File: src/rtl/vga_timing_if.sv
// Raster timing bundle: coordinates, decoded video flags, strobes and frame count.
// The timing generator drives it through master; sprite/game logic reads through slave.
interface vga_timing_if;
    logic [9:0]  xx;
    logic [9:0]  yy;
    logic        aactive;
    logic        o_hs;
    logic        o_vs;
    logic        o_pix_stb;
    logic        o_line_start;
    logic        o_frame_start;
    logic [15:0] o_frame_cnt;

    modport master (
        output xx, yy, aactive, o_hs, o_vs,
        output o_pix_stb, o_line_start, o_frame_start, o_frame_cnt
    );

    modport slave (
        input xx, yy, aactive, o_hs, o_vs,
        input o_pix_stb, o_line_start, o_frame_start, o_frame_cnt
    );
endinterface

File: src/rtl/vga_timing_gen.sv
// VGA raster timing generator: divides i_clk down to the pixel rate and produces
// registered coordinates, sync, active flag, line/frame pulses and a frame counter.
module vga_timing_gen #(
    parameter int H_ACTIVE = 640,
    parameter int H_FP     = 16,
    parameter int H_SYNC   = 96,
    parameter int H_BP     = 48,
    parameter int V_ACTIVE = 480,
    parameter int V_FP     = 10,
    parameter int V_SYNC   = 2,
    parameter int V_BP     = 33,
    parameter int CLK_DIV  = 4,
    parameter int SYNC_POL = 0
) (
    input  logic         i_clk,
    input  logic         i_rst,
    vga_timing_if.master vga
);

    localparam int H_TOTAL = H_ACTIVE + H_FP + H_SYNC + H_BP;
    localparam int V_TOTAL = V_ACTIVE + V_FP + V_SYNC + V_BP;
    localparam int DIV_W   = (CLK_DIV > 1) ? $clog2(CLK_DIV) : 1;

    localparam logic [DIV_W-1:0] DIV_LAST = DIV_W'(CLK_DIV - 1);
    localparam logic [9:0]       H_LAST   = 10'(H_TOTAL - 1);
    localparam logic [9:0]       V_LAST   = 10'(V_TOTAL - 1);
    // 11-bit bounds so a sync window ending exactly at 1024 still compares correctly
    localparam logic [10:0]      H_ACT    = 11'(H_ACTIVE);
    localparam logic [10:0]      V_ACT    = 11'(V_ACTIVE);
    localparam logic [10:0]      HS_START = 11'(H_ACTIVE + H_FP);
    localparam logic [10:0]      HS_END   = 11'(H_ACTIVE + H_FP + H_SYNC);
    localparam logic [10:0]      VS_START = 11'(V_ACTIVE + V_FP);
    localparam logic [10:0]      VS_END   = 11'(V_ACTIVE + V_FP + V_SYNC);
    localparam logic             POL      = (SYNC_POL != 0);

    logic [DIV_W-1:0] div_q, div_d;
    logic [9:0]       xx_q, xx_d;
    logic [9:0]       yy_q, yy_d;
    logic             active_q, active_d;
    logic             hs_q, hs_d;
    logic             vs_q, vs_d;
    logic             pix_stb_q, pix_stb_d;
    logic             line_start_q, line_start_d;
    logic             frame_start_q, frame_start_d;
    logic [15:0]      frame_cnt_q, frame_cnt_d;
    logic             adv;
    logic             h_sync_win;
    logic             v_sync_win;

    always_comb begin
        adv   = (div_q == DIV_LAST);
        div_d = adv ? '0 : div_q + 1'b1;

        xx_d = xx_q;
        yy_d = yy_q;
        if (adv) begin
            if (xx_q == H_LAST) begin
                xx_d = '0;
                yy_d = (yy_q == V_LAST) ? '0 : yy_q + 1'b1;
            end else begin
                xx_d = xx_q + 1'b1;
            end
        end

        h_sync_win = ({1'b0, xx_d} >= HS_START) && ({1'b0, xx_d} < HS_END);
        v_sync_win = ({1'b0, yy_d} >= VS_START) && ({1'b0, yy_d} < VS_END);

        // Flags are decoded from the next coordinates so they land on the same edge
        active_d = active_q;
        hs_d     = hs_q;
        vs_d     = vs_q;
        if (adv) begin
            active_d = ({1'b0, xx_d} < H_ACT) && ({1'b0, yy_d} < V_ACT);
            hs_d     = h_sync_win ? POL : ~POL;
            vs_d     = v_sync_win ? POL : ~POL;
        end

        pix_stb_d     = (div_d == DIV_LAST);
        line_start_d  = adv && (xx_d == '0);
        frame_start_d = adv && (xx_d == '0) && (yy_d == '0);
        frame_cnt_d   = frame_start_d ? frame_cnt_q + 16'd1 : frame_cnt_q;
    end

    always_ff @(posedge i_clk or negedge i_rst) begin
        if (!i_rst) begin
            div_q         <= '0;
            xx_q          <= H_LAST;
            yy_q          <= V_LAST;
            active_q      <= 1'b0;
            hs_q          <= ~POL;
            vs_q          <= ~POL;
            pix_stb_q     <= 1'b0;
            line_start_q  <= 1'b0;
            frame_start_q <= 1'b0;
            frame_cnt_q   <= 16'hFFFF;
        end else begin
            div_q         <= div_d;
            xx_q          <= xx_d;
            yy_q          <= yy_d;
            active_q      <= active_d;
            hs_q          <= hs_d;
            vs_q          <= vs_d;
            pix_stb_q     <= pix_stb_d;
            line_start_q  <= line_start_d;
            frame_start_q <= frame_start_d;
            frame_cnt_q   <= frame_cnt_d;
        end
    end

    assign vga.xx            = xx_q;
    assign vga.yy            = yy_q;
    assign vga.aactive       = active_q;
    assign vga.o_hs          = hs_q;
    assign vga.o_vs          = vs_q;
    assign vga.o_pix_stb     = pix_stb_q;
    assign vga.o_line_start  = line_start_q;
    assign vga.o_frame_start = frame_start_q;
    assign vga.o_frame_cnt   = frame_cnt_q;

endmodule

File: src/flat_wrapper.sv
// flat-port wrapper written by rule: the top's interface ports become plain ports
module vga_timing_gen_flat 
#(
    parameter int H_ACTIVE = 640,
    parameter int H_FP     = 16,
    parameter int H_SYNC   = 96,
    parameter int H_BP     = 48,
    parameter int V_ACTIVE = 480,
    parameter int V_FP     = 10,
    parameter int V_SYNC   = 2,
    parameter int V_BP     = 33,
    parameter int CLK_DIV  = 4,
    parameter int SYNC_POL = 0
)
  (i_clk, i_rst, vga_xx, vga_yy, vga_aactive, vga_o_hs, vga_o_vs, vga_o_pix_stb, vga_o_line_start, vga_o_frame_start, vga_o_frame_cnt);
  vga_timing_if vga_i ();
  input  logic i_clk;
  input  logic i_rst;
  output wire logic [$bits(vga_i.xx)-1:0] vga_xx;
  output wire logic [$bits(vga_i.yy)-1:0] vga_yy;
  output wire logic [$bits(vga_i.aactive)-1:0] vga_aactive;
  output wire logic [$bits(vga_i.o_hs)-1:0] vga_o_hs;
  output wire logic [$bits(vga_i.o_vs)-1:0] vga_o_vs;
  output wire logic [$bits(vga_i.o_pix_stb)-1:0] vga_o_pix_stb;
  output wire logic [$bits(vga_i.o_line_start)-1:0] vga_o_line_start;
  output wire logic [$bits(vga_i.o_frame_start)-1:0] vga_o_frame_start;
  output wire logic [$bits(vga_i.o_frame_cnt)-1:0] vga_o_frame_cnt;
  assign vga_xx = vga_i.xx;
  assign vga_yy = vga_i.yy;
  assign vga_aactive = vga_i.aactive;
  assign vga_o_hs = vga_i.o_hs;
  assign vga_o_vs = vga_i.o_vs;
  assign vga_o_pix_stb = vga_i.o_pix_stb;
  assign vga_o_line_start = vga_i.o_line_start;
  assign vga_o_frame_start = vga_i.o_frame_start;
  assign vga_o_frame_cnt = vga_i.o_frame_cnt;
  vga_timing_gen #(.H_ACTIVE(H_ACTIVE), .H_FP(H_FP), .H_SYNC(H_SYNC), .H_BP(H_BP), .V_ACTIVE(V_ACTIVE), .V_FP(V_FP), .V_SYNC(V_SYNC), .V_BP(V_BP), .CLK_DIV(CLK_DIV), .SYNC_POL(SYNC_POL)) u_core (.i_clk(i_clk), .i_rst(i_rst), .vga(vga_i));
endmodule
File: config.mk
export PLATFORM = sky130hd
export DESIGN_NAME = vga_timing_gen_flat
export DESIGN_NICKNAME = d
export VERILOG_FILES = /design/src/rtl/vga_timing_if.sv /design/src/rtl/vga_timing_gen.sv /design/src/flat_wrapper.sv
export SDC_FILE = /design/constraint.sdc
export NUM_CORES = 1
export LEC_CHECK = 0
export CAP_MARGIN = 20
export CORE_ASPECT_RATIO = 1.1
export CORE_MARGIN = 8
export CORE_UTILIZATION = 52
export DETAILED_ROUTE_END_ITERATION = 10
export GPL_ROUTABILITY_DRIVEN = 0
export PLACE_DENSITY = 0.79
export SLEW_MARGIN = 25
export SYNTH_ARGS = -nofsm -noshare
export SYNTH_HDL_FRONTEND = slang
export SYNTH_SLANG_ARGS = --single-unit
File: constraint.sdc
create_clock -name i_clk -period 4.2 [get_ports i_clk]
set_input_delay 0.63 -clock i_clk [delete_from_list [all_inputs] [get_ports i_clk]]
set_output_delay 0.63 -clock i_clk [all_outputs]
set_load 0.01 [all_outputs]
* Yosys cells after proc, flatten, opt, wreduce, memory -nomap -nowiden
Index checks and enable logic that the tools add are counted.
** Storage, ports and cells
- Register bits after elaboration :: 44
- Latch bits :: 0
- RAM bits :: 0
- ROM bits :: 0
- Input port bits :: 2
- Output and inout bits :: 42
- Word-level logic and storage cells :: 39
- Memories :: 0
** Cells by class
- $add $sub $neg :: 4
- Multiply operators :: 0
- Divide/modulo/power cells :: 0
- $lt $le $gt $ge :: 6
- Equal/unequal tests :: 4
- Shifts and indexed selects :: 0
- Mux-type cells :: 8
- Bitwise logic cells :: 0
- Reductions and logical operators :: 7
** Operators with widths (count)
- $mux 10 :: 5
- $add 10x1->10 const B :: 2
- $eq 10x10->1 const B :: 2
- $logic_not 10->1 :: 2
- $lt 10x10->1 const B :: 2
- $lt 10x9->1 const B :: 2
- $add 16x1->16 const B :: 1
- $ge 10x10->1 const B :: 1
- $ge 10x9->1 const B :: 1
- $logic_and 1x1->1 :: 5
- $eq 2x2->1 const B :: 2
- $add 2x1->2 const B :: 1
- $mux 1 :: 2
- $mux 2 :: 1

* Depth between registers and ports, before layout
Gate-level depths: netlist of the first run.
- Depth in word-level cells :: 7
- Depth in mapped cells :: 12
- Gate-level depth less buffers :: 10

* Worst setup path before layout of the first run
Ideal clock, no wire load.
- Kind :: register to register
- Start point :: register u_core.xx_q[0] (netlist: u_core.vga.xx[0])
- End point :: register u_core.frame_cnt_q[11] (netlist: u_core.vga.o_frame_cnt[11])
- Setup time :: 75 ps
- Arrival :: 2979 ps
- Data required time :: 4125 ps
- Path slack :: 1146 ps
- Cell stages (with the launch flop) :: 12
- Path buffers :: 2
- Clock period less this slack :: 3054 ps
- Path through :: dfstp_2 ha_1 and4_1 nand3_2 or4_1 mux2i_1 nand4b_1 or3_1 buf_6 buf_6 nor4_2 xor2_1
** On the way
- Word-level cells in the longest chain between the ends :: 6
- Elaborated cells on any way between the ends :: 10
- Those cells by class :: add/sub (1); eq/ne (1); mux (4); reduce/logical (4)
** Ends and longest elaborated chain
- start: declaration :: line vga_timing_gen.sv:37 : logic [9:0] xx_q, xx_d;
- start signal: assignment :: line vga_timing_gen.sv:87 : xx_q <= H_LAST;
- start signal: assignment :: line vga_timing_gen.sv:98 : xx_q <= xx_d;
- $add 10x1->10 / $eq 10x10->1 (equally long branches) :: line vga_timing_gen.sv:61, vga_timing_gen.sv:57
- $mux 10 :: line vga_timing_gen.sv:57 : if (xx_q == H_LAST) begin
- $mux 10 :: line vga_timing_gen.sv:56 : if (adv) begin
- $logic_not 10->1 :: line vga_timing_gen.sv:80 : frame_start_d = adv && (xx_d == '0) && (yy_d == '0);
- $logic_and 1x1->1 :: line vga_timing_gen.sv:80
- $logic_and 1x1->1 (*) :: line vga_timing_gen.sv:80
- end signal: assignment :: line vga_timing_gen.sv:106 : frame_cnt_q <= frame_cnt_d;
- end: declaration :: line vga_timing_gen.sv:45 : logic [15:0] frame_cnt_q, frame_cnt_d;
Every way passes the cells marked *; elsewhere a longest branch is shown, timed or not.
A chain may end at the register's enable or synchronous reset.

* Worst setup path after layout of the first run
- Start point :: register u_core.xx_q[0] (netlist: u_core.vga.xx[0])
- End point :: register u_core.frame_cnt_q[15] (netlist: u_core.vga.o_frame_cnt[15])
The elaborated chain is that of the path after synthesis.

==> run_results.csv, run 1 <==
group,metric,value,unit
status,outcome,"finished, final reports clean",
timing,slew_viol_final,0,
global_route,grt_max_degree,45,
cts,clkLatencyLatePin,0.30,ns
global_route,antenna_found_initial,0,
routing,ant_nets,0,
die,dieArea,7180,um^2
pwr,leakagePower,0.00130,uW
setup_path,slowest_stage,"or3_1",
routing,drc,0,
global_route,grt_pass1_wl,8920,um
synthesis,avgSynthCellArea,10.1,um^2
setup_path,r2r_cells,9,
setup_path,start_kind,"flip-flop",
cts,root_buffer,"clkbuf_8",
routing,drt-total-wl,5240,um
setup_path,crit_arrival,3.79,ns
timing,tns,0,ns
synthesis,synth_nets,250,
finish,nNetsFinal,293,
setup_path,path_buf_inv,0,
setup_path,startpoint,"u_core.vga.xx[0]",
hold_path,min_path_type,"primary input to async pin",
timing,clock_skew,0.00321,ns
finish,drive_above_1_share,17.5,%
synthesis,synth_ff_type,"dfstp_2",
routing,first_pass_iters,5,
die,core_area,4590,um^2
finish,diodes,0,
timing,rsz0062_at_grt,"no",
cts,h-tree-depth,2,
synthesis,synth_seq_cells,44,
die,row_count,26,
die,die_h,88.1,um
routing,viasPerCell,5.62,
pwr,cellPowerDensity,231,nW/um^2
synthesis,async_reset_ff_share,100,%
cts,holdBufCountCts,0,
cts,cts_tree,"done",
synthesis,synth.area.top_cells,"dfstp_2 30%, dfrtp_1 16%, xnor2_1 5.4%, xor2_1 5.0%, and3_1 3.1%",
synthesis,syn_area,2450,um^2
synthesis,synth_most_common_cell,"dfstp_2",
synthesis,synth_largest_area_cell,"dfstp_2",
global_route,grt_pass1_vias,1899,
job,cap_violations,0,
routing,drt_iter0_markers,117,
synthesis,yosysWarnings,0,
setup_path,regToRegStartpoint,"u_core.vga.xx[0]",
timing,tightest_slew,0.659,ns
die,pin_count,44,
synthesis,synth.top_cell.area_share,30.0,%
setup_path,endpoint_kind,"flip-flop",
global_route,grt_use_total,15.7,%
synthesis,synthTopCellsByCount,"28 x dfstp_2, 17 x nand2_1, 16 x dfrtp_1, 15 x inv_1, 15 x xnor2_1",
timing,setup_violations,0,
synthesis,netlist_instances,242,
setup_path,reg2reg_to,"u_core.vga.o_frame_cnt[15]",
timing,max_slew_margin,56.0,%
global_route,grt_overflow,0,
setup_path,critical_path.max_stage_delay,0.66,ns
setup_path,path_cells,"ha_1 -> and4_1 -> nand3_2 -> or4_1 -> mux2i_1 -> nand4b_1 -> or3_1 -> nor4_1 -> xor2_1",
timing,period_share,84.9,%
routing,wl_per_cell,15.3,um
cts,cts_buffer_depth,2,
die,start_util,53.5,%
cts,clkTransAtPathRegs,0.08,ns
cts,post_cts_resized,0,
setup_path,reg2reg_setup_slack,0.64,ns
routing,vias,1921,
cts,postCtsSetupBuffers,0,
finish,n_fill_cell,383,
setup_path,crit_type,"flip-flop to flip-flop",
placed_design,dpl.hpwl,3930,um
setup_path,cp_data_required_time,4.43,ns
setup_path,cp_top_family,"simple AND/OR/NAND/NOR gates",
synthesis,seq_area_frac_synth,46.3,%
timing,period_minus_slack,3.56,ns
finish,syn_to_final_growth,22.0,%
cts,clock_sinks,44,
pwr,ir_worst_vdd,193,uV
timing,holdWs,0.311,ns
die,die_x,81.5,um
synthesis,yosysUniqueCellTypes,47,
cts,cts-buffers-inserted,5,
timing,max_freq,281,MHz
placed_design,portBuffers,43,
setup_path,crit_path_max_fanout,16,
timing,finalHoldViolations,0,
synthesis,synth-edff-count,0,
## cell type report
class	instances	area [um^2]	area share (%)
multi-input combinational	174	1200	40.2
tap	56	70.1	2.34
sequential	44	1140	37.9
clock inverter	2	12.5	0.418
inverter	15	56.3	1.88
timing repair buffer	45	443	14.8
clock buffer	6	72.6	2.42
## sequential cells by signal, summed over array words and instances, names as in the netlist
signal	flops
u_core.div_q	2
u_core.vga.aactive	1
u_core.vga.o_frame_cnt	16
u_core.vga.o_frame_start	1
u_core.vga.o_hs	1
u_core.vga.o_line_start	1
u_core.vga.o_pix_stb	1
u_core.vga.o_vs	1
u_core.vga.xx	10
u_core.vga.yy	10
## cell usage in the layout, fill, tap and decap left out, drive strengths merged, types with 4 or more instances in the layout
| cell | count |
|---|---|
| nand3 | 13 |
| xor2 | 14 |
| nor4 | 6 |
| nor3 | 10 |
| nand2 | 17 |
| dfrtp | 16 |
| and3 | 12 |
| o21ai | 10 |
| nor2b | 4 |
| ha | 6 |
| xnor2 | 15 |
| clkdlybuf4s50 | 42 |
| nor2 | 13 |
| a21oi | 5 |
| nand4 | 7 |
| and4 | 6 |
| clkbuf | 6 |
| inv | 15 |
| dfstp | 28 |
## per-layer routing
layer	GRT usage [%]	wire length, um
met1	17.9	2100
met2	27.4	2740
met3	4.41	333
met4	4.72	56
met5	0	0
## kinds of logic after synthesis
logic type,count (synthesis),synth area share (%)
flops,44,46.3
buf+inv,24,4.69
mux,4,1.68
xor+xnor,29,10.3
compound gates,29,7.44
simple gates,106,26.5
fa+ha+maj,6,3.06
## where the power goes
part / switching, uW / leakage (uW) / internal [uW]
combinational: 7.51 / 0.000752 / 0.619
sequential: 0 / 0.000504 / 425
clock: 142 / 0.0000412 / 116
## worst max path at each step
stage                     slack [ns]                    endpoint  depth (start not counted)
after floorplan                 1.15  u_core.vga.o_frame_cnt[11]                         11
after detailed placement        0.66  u_core.vga.o_frame_cnt[15]                          9
after global placement          0.81  u_core.vga.o_frame_cnt[15]                          9
after CTS                       0.64  u_core.vga.o_frame_cnt[15]                          9
final                           0.64  u_core.vga.o_frame_cnt[15]                          9
after global routing            0.40  u_core.vga.o_frame_cnt[15]                          9
## stage by stage
step / utilization (%) / power [uW] / instance area (um^2) / setup WS [ns] / cells
6_report: 65.3 / 691 / 2990 / 0.636 / 342
2_1_floorplan: - / 432 / 2450 / 1.15 / 242
3_3_place_gp: 63.4 / 441 / 2910 / 0.806 / 334
3_5_place_dp: 63.4 / 441 / 2910 / 0.664 / 334
4_1_cts: 65.2 / 702 / 2990 / 0.643 / 342
5_1_grt: 65.3 / 729 / 2990 / 0.403 / 342
## worst reg2reg max path: cells and delay by family (launching register included)
family | cells | cell delay [ns]
mux | 1 | 0.20
simple gates | 6 | 2.28
xor+xnor | 1 | 0.19
flops | 1 | 0.58
fa+ha+maj | 1 | 0.25
Power figures use the tool's default switching activity.
==> run 2, diff against run 1 <==
clock period = 3.4 ns   (was 4.2 ns; I/O delays follow)
==> run_results.csv, run 2 (synthesized netlist as in run 1, its figures left out) <==
group,metric,value,unit
global_route,grt_pass1_wl,9510,um
cts,cts_tree,"done",
global_route,grt_max_degree,45,
pwr,p_total,888,uW
global_route,grt_pass1_vias,2009,
routing,drt_iter0_markers,113,
routing,top_layer,"met4",
timing,period_share,90.4,%
setup_path,endpoint_kind,"flip-flop",
hold_path,min_path_type,"primary input to async pin",
placed_design,portBuffers,43,
die,die_x,81.5,um
timing,rsz0062_at_grt,"no",
die,dieArea,7180,um^2
routing,vias,2004,
cts,postCtsSetupBuffers,0,
timing,clock_skew,0.00911,ns
routing,ant_nets,0,
placed_design,dpl.hpwl,4230,um
global_route,grt_use_total,17.1,%
timing,period_minus_slack,3.07,ns
finish,final_cell_mix,"42 x clkdlybuf4s50_1, 28 x dfstp_2, 17 x nand2_1",
timing,max_slew_margin,64.3,%
finish,diodes,0,
die,core_area,4590,um^2
finish,layout_commonest_cell,"clkdlybuf4s50_1",
finish,largest_reg_flops,16,
setup_path,slowest_stage,"dfstp_2",
routing,viasPerCell,5.73,
timing,tightest_slew,0.531,ns
routing,m1WireLength,2310,um
setup_path,reg2reg_setup_slack,0.33,ns
setup_path,crit_path_max_fanout,12,
global_route,antenna_found_initial,0,
routing,drc,0,
finish,syn_to_final_growth,25.4,%
finish,final_area,3080,um^2
die,start_util,53.5,%
routing,drt-total-wl,5780,um
die,pin_count,44,
cts,clock_sinks,44,
finish,n_fill_cell,379,
pwr,ir_worst_vdd,259,uV
cts,cts-buffers-inserted,5,
finish,drive_above_1_share,20.7,%
timing,setup_violations,0,
die,die_h,88.1,um
timing,finalHoldViolations,0,
setup_path,crit_arrival,3.31,ns
finish,nNetsFinal,301,
setup_path,cp_top_family,"simple AND/OR/NAND/NOR gates",
cts,holdBufCountCts,0,
timing,tns,0,ns
setup_path,regToRegStartpoint,"u_core.vga.xx[0]",
timing,max_freq,325,MHz
cts,h-tree-depth,2,
cts,root_buffer,"clkbuf_8",
routing,dr_wl_met2,2990,um
status,outcome,"finished, final reports clean",
setup_path,crit_cells,10,
job,cap_violations,0,
setup_path,crit_type,"flip-flop to flip-flop",
routing,first_pass_iters,4,
pwr,leakagePower,0.00134,uW
placed_design,placedInstanceArea,2970,um^2
setup_path,start_kind,"flip-flop",
routing,wl_per_cell,16.5,um
cts,clkLatencyLatePin,0.31,ns
setup_path,path_cells,"ha_1 -> and4_1 -> nand3_2 -> or4_1 -> mux2i_1 -> nand4b_1 -> or3_4 -> buf_4 -> nor4_2 -> xor2_1",
setup_path,reg2reg_to,"u_core.vga.o_frame_cnt[11]",
die,row_count,26,
setup_path,critical_path.max_stage_delay,0.58,ns
setup_path,r2r_cells,10,
setup_path,path_buf_inv,1,
global_route,grt_overflow,0,
cts,clkTransAtPathRegs,0.09,ns
setup_path,cp_data_required_time,3.64,ns
routing,wl_met3,354,um
cts,cts_buffer_depth,2,
pwr,cellPowerDensity,288,nW/um^2
timing,slew_viol_final,0,
==> run 2: changes by cell type in the layout (fill, tap and decap cells not counted), sizes merged <==
cell	change
buf	+8
clkinv	-1
clkinvlp	+1
==> run 2: layout make-up <==
cell class	instances	area, um^2	area share [%]
multi-input cells	174	1210	39.5
repair buffers	53	503	16.3
well taps	56	70.1	2.28
clock inverters	2	15.0	0.488
inverters	15	56.3	1.83
clock buffers	6	82.6	2.68
flip-flops and latches	44	1140	36.9
==> run 2: routing by layer <==
| layer | vias up | GRT usage (%) |
|---|---|---|
| met1 | 969 | 19.2 |
| li1 | 955 | - |
| met4 | 0 | 9.43 |
| met3 | 12 | 4.00 |
| met2 | 68 | 29.0 |
| met5 | - | 0 |
==> run 2: worst max path at each step <==
stage,from,end
6_report,u_core.vga.xx[0],u_core.vga.o_frame_cnt[11]
3_3_place_gp,u_core.vga.xx[0],u_core.vga.o_frame_cnt[11]
2_1_floorplan,u_core.vga.xx[0],u_core.vga.o_frame_cnt[11]
5_1_grt,u_core.vga.xx[0],u_core.vga.o_frame_cnt[8]
3_5_place_dp,u_core.vga.xx[0],u_core.vga.o_frame_cnt[11]
4_1_cts,u_core.vga.xx[0],u_core.vga.o_frame_cnt[11]
==> run 2: metrics by stage <==
stage | utilization [%] | setup WS (ns) | std cells | hold WS (ns)
final | 67.1 | 0.325 | 350 | 0.181
after global routing | 67.1 | 0.146 | 350 | 0.211
after CTS | 66.8 | 0.151 | 350 | 0.372
after detailed placement | 64.7 | 0.164 | 342 | 0.449
after global placement | 64.7 | 0.289 | 342 | 0.444
after floorplan | - | 0.346 | 242 | 0.214
==> run 2: power breakdown <==
part / total [uW] / internal [uW] / switching [uW]
sequential: 525 / 525 / 0
clock: 353 / 164 / 188
combinational: 10.2 / 0.762 / 9.45
==> run 2: repair_timing <==
item / in CTS / in global routing
endpoints found under the setup margin: 0 / 5
gates resized for setup: 0 / 2
endpoints found under the hold margin: 0 / 0
==> run 3, diff against run 2 <==
SETUP_SLACK_MARGIN = 0.4   (was not set)
==> run_results.csv, run 3 (synthesized netlist as in run 1, its figures left out) <==
group,metric,value,unit
routing,top_layer,"met4",
timing,finalHoldViolations,0,
global_route,grt_max_degree,45,
cts,holdBufCountCts,0,
finish,nNetsFinal,307,
pwr,ir_worst_vdd,192,uV
timing,period_share,84.4,%
routing,drt-total-wl,5730,um
timing,clock_skew,0.00752,ns
setup_path,crit_path_max_fanout,6,
pwr,leakagePower,0.00145,uW
routing,drt_iter0_markers,143,
timing,setup_violations,0,
routing,drc,0,
global_route,grt_pass1_wl,9580,um
timing,period_minus_slack,2.87,ns
routing,wl_per_cell,16.1,um
global_route,grt_pass1_vias,1949,
timing,tightest_slew,0.542,ns
finish,final_cell_mix,"42 x clkdlybuf4s50_1, 28 x dfstp_2, 17 x nand2_1",
cts,cts_buffer_depth,2,
die,dieArea,7180,um^2
timing,holdWs,0.179,ns
die,start_util,53.5,%
cts,clkLatencyLatePin,0.30,ns
finish,largest_reg_flops,16,
routing,viasPerCell,5.64,
setup_path,cp_data_required_time,3.63,ns
routing,m1WireLength,2320,um
setup_path,start_kind,"flip-flop",
die,core_area,4590,um^2
finish,layout_commonest_cell,"clkdlybuf4s50_1",
timing,max_slew_margin,63.9,%
status,outcome,"finished, final reports clean",
routing,vias,2009,
finish,syn_to_final_growth,30.4,%
global_route,grt_overflow,0,
pwr,cellPowerDensity,280,nW/um^2
placed_design,dp_cells,339,
die,die_x,81.5,um
cts,cts-buffers-inserted,5,
pwr,p_total,897,uW
routing,dr_wl_met2,2980,um
routing,first_pass_iters,4,
job,cap_violations,0,
cts,clkTransAtPathRegs,0.08,ns
finish,drive_above_1_share,24.3,%
global_route,grt_use_total,16.8,%
die,die_h,88.1,um
routing,wl_met3,321,um
cts,cts_tree,"done",
die,pin_count,44,
finish,instances_no_fill,356,
timing,rsz0062_at_grt,"no",
cts,root_buffer,"clkbuf_8",
timing,tns,0,ns
timing,max_freq,348,MHz
placed_design,dpl.hpwl,4070,um
timing,slew_viol_final,0,
placed_design,portBuffers,43,
finish,diodes,0,
setup_path,r2r_cells,10,
cts,h-tree-depth,2,
setup_path,crit_arrival,3.10,ns
cts,clock_sinks,44,
routing,ant_nets,0,
setup_path,crit_type,"flip-flop to flip-flop",
global_route,antenna_found_initial,0,
placed_design,placedInstanceArea,2950,um^2
finish,final_area,3200,um^2
hold_path,min_path_type,"primary input to async pin",
setup_path,endpoint_kind,"flip-flop",
die,row_count,26,
run 3: area by class of cell:
type / instances / area, um^2
Sequential cell: 44 / 1140
Timing Repair Buffer: 58 / 544
Fill cell: 343 / 1390
Tap cell: 56 / 70.1
Inverter: 15 / 56.3
Clock buffer: 8 / 100
Multi-Input combinational cell: 175 / 1290
run 3: layer usage:
layer / vias up / global-route usage, %
met5: - / 0
met4: 0 / 6.02
met3: 10 / 3.80
met2: 56 / 29.0
met1: 973 / 19.7
li1: 970 / -
run 3: path summary, 6_finish.rpt:
path / slack [ns] / from / to
max: 0.53 / u_core.vga.xx[0] / u_core.vga.o_frame_cnt[12]
min: 0.18 / i_rst / u_core.vga.xx[5]
max reg2reg: 0.53 / u_core.vga.xx[0] / u_core.vga.o_frame_cnt[12]
min reg2reg: 0.45 / u_core.div_q[0] / u_core.div_q[0]
max in group asynchronous: 2.82 / i_rst / u_core.vga.yy[3]
min in group i_clk: 0.45 / u_core.div_q[0] / u_core.div_q[0]
run 3: metrics by stage:
step	setup slack [ns]	utilization [%]
CTS	0.386	67.1
floorplan	0.418	-
detailed placement	0.204	64.4
global route	0.382	69.8
finish	0.529	69.8
global placement	0.282	64.4
run 3: timing repair:
action | in CTS | in global routing
pin swaps | 1 | 6
gates resized for setup | 2 | 11
setup endpoints to repair | 16 | 16
buffers inserted | 1 | 7
gates cloned | 1 | 0
run 3: report_power, final:
part | switching, uW | internal, uW | total, uW
Sequential | 0 | 525 | 525
Combinational | 9.44 | 0.762 | 10.2
Clock | 176 | 186 | 362
Total | 186 | 711 | 897
run 3: worst max-delay path, cell delays in order (launching register included):
cell and delay (ns):
dfstp_2 0.58, ha_4 0.17, and4_4 0.25, nand3_2 0.07
or4_4 0.45, mux2i_1 0.16, nand4b_1 0.15, buf_4 0.18
or3_4 0.39, nor3_4 0.21, xor2_1 0.19
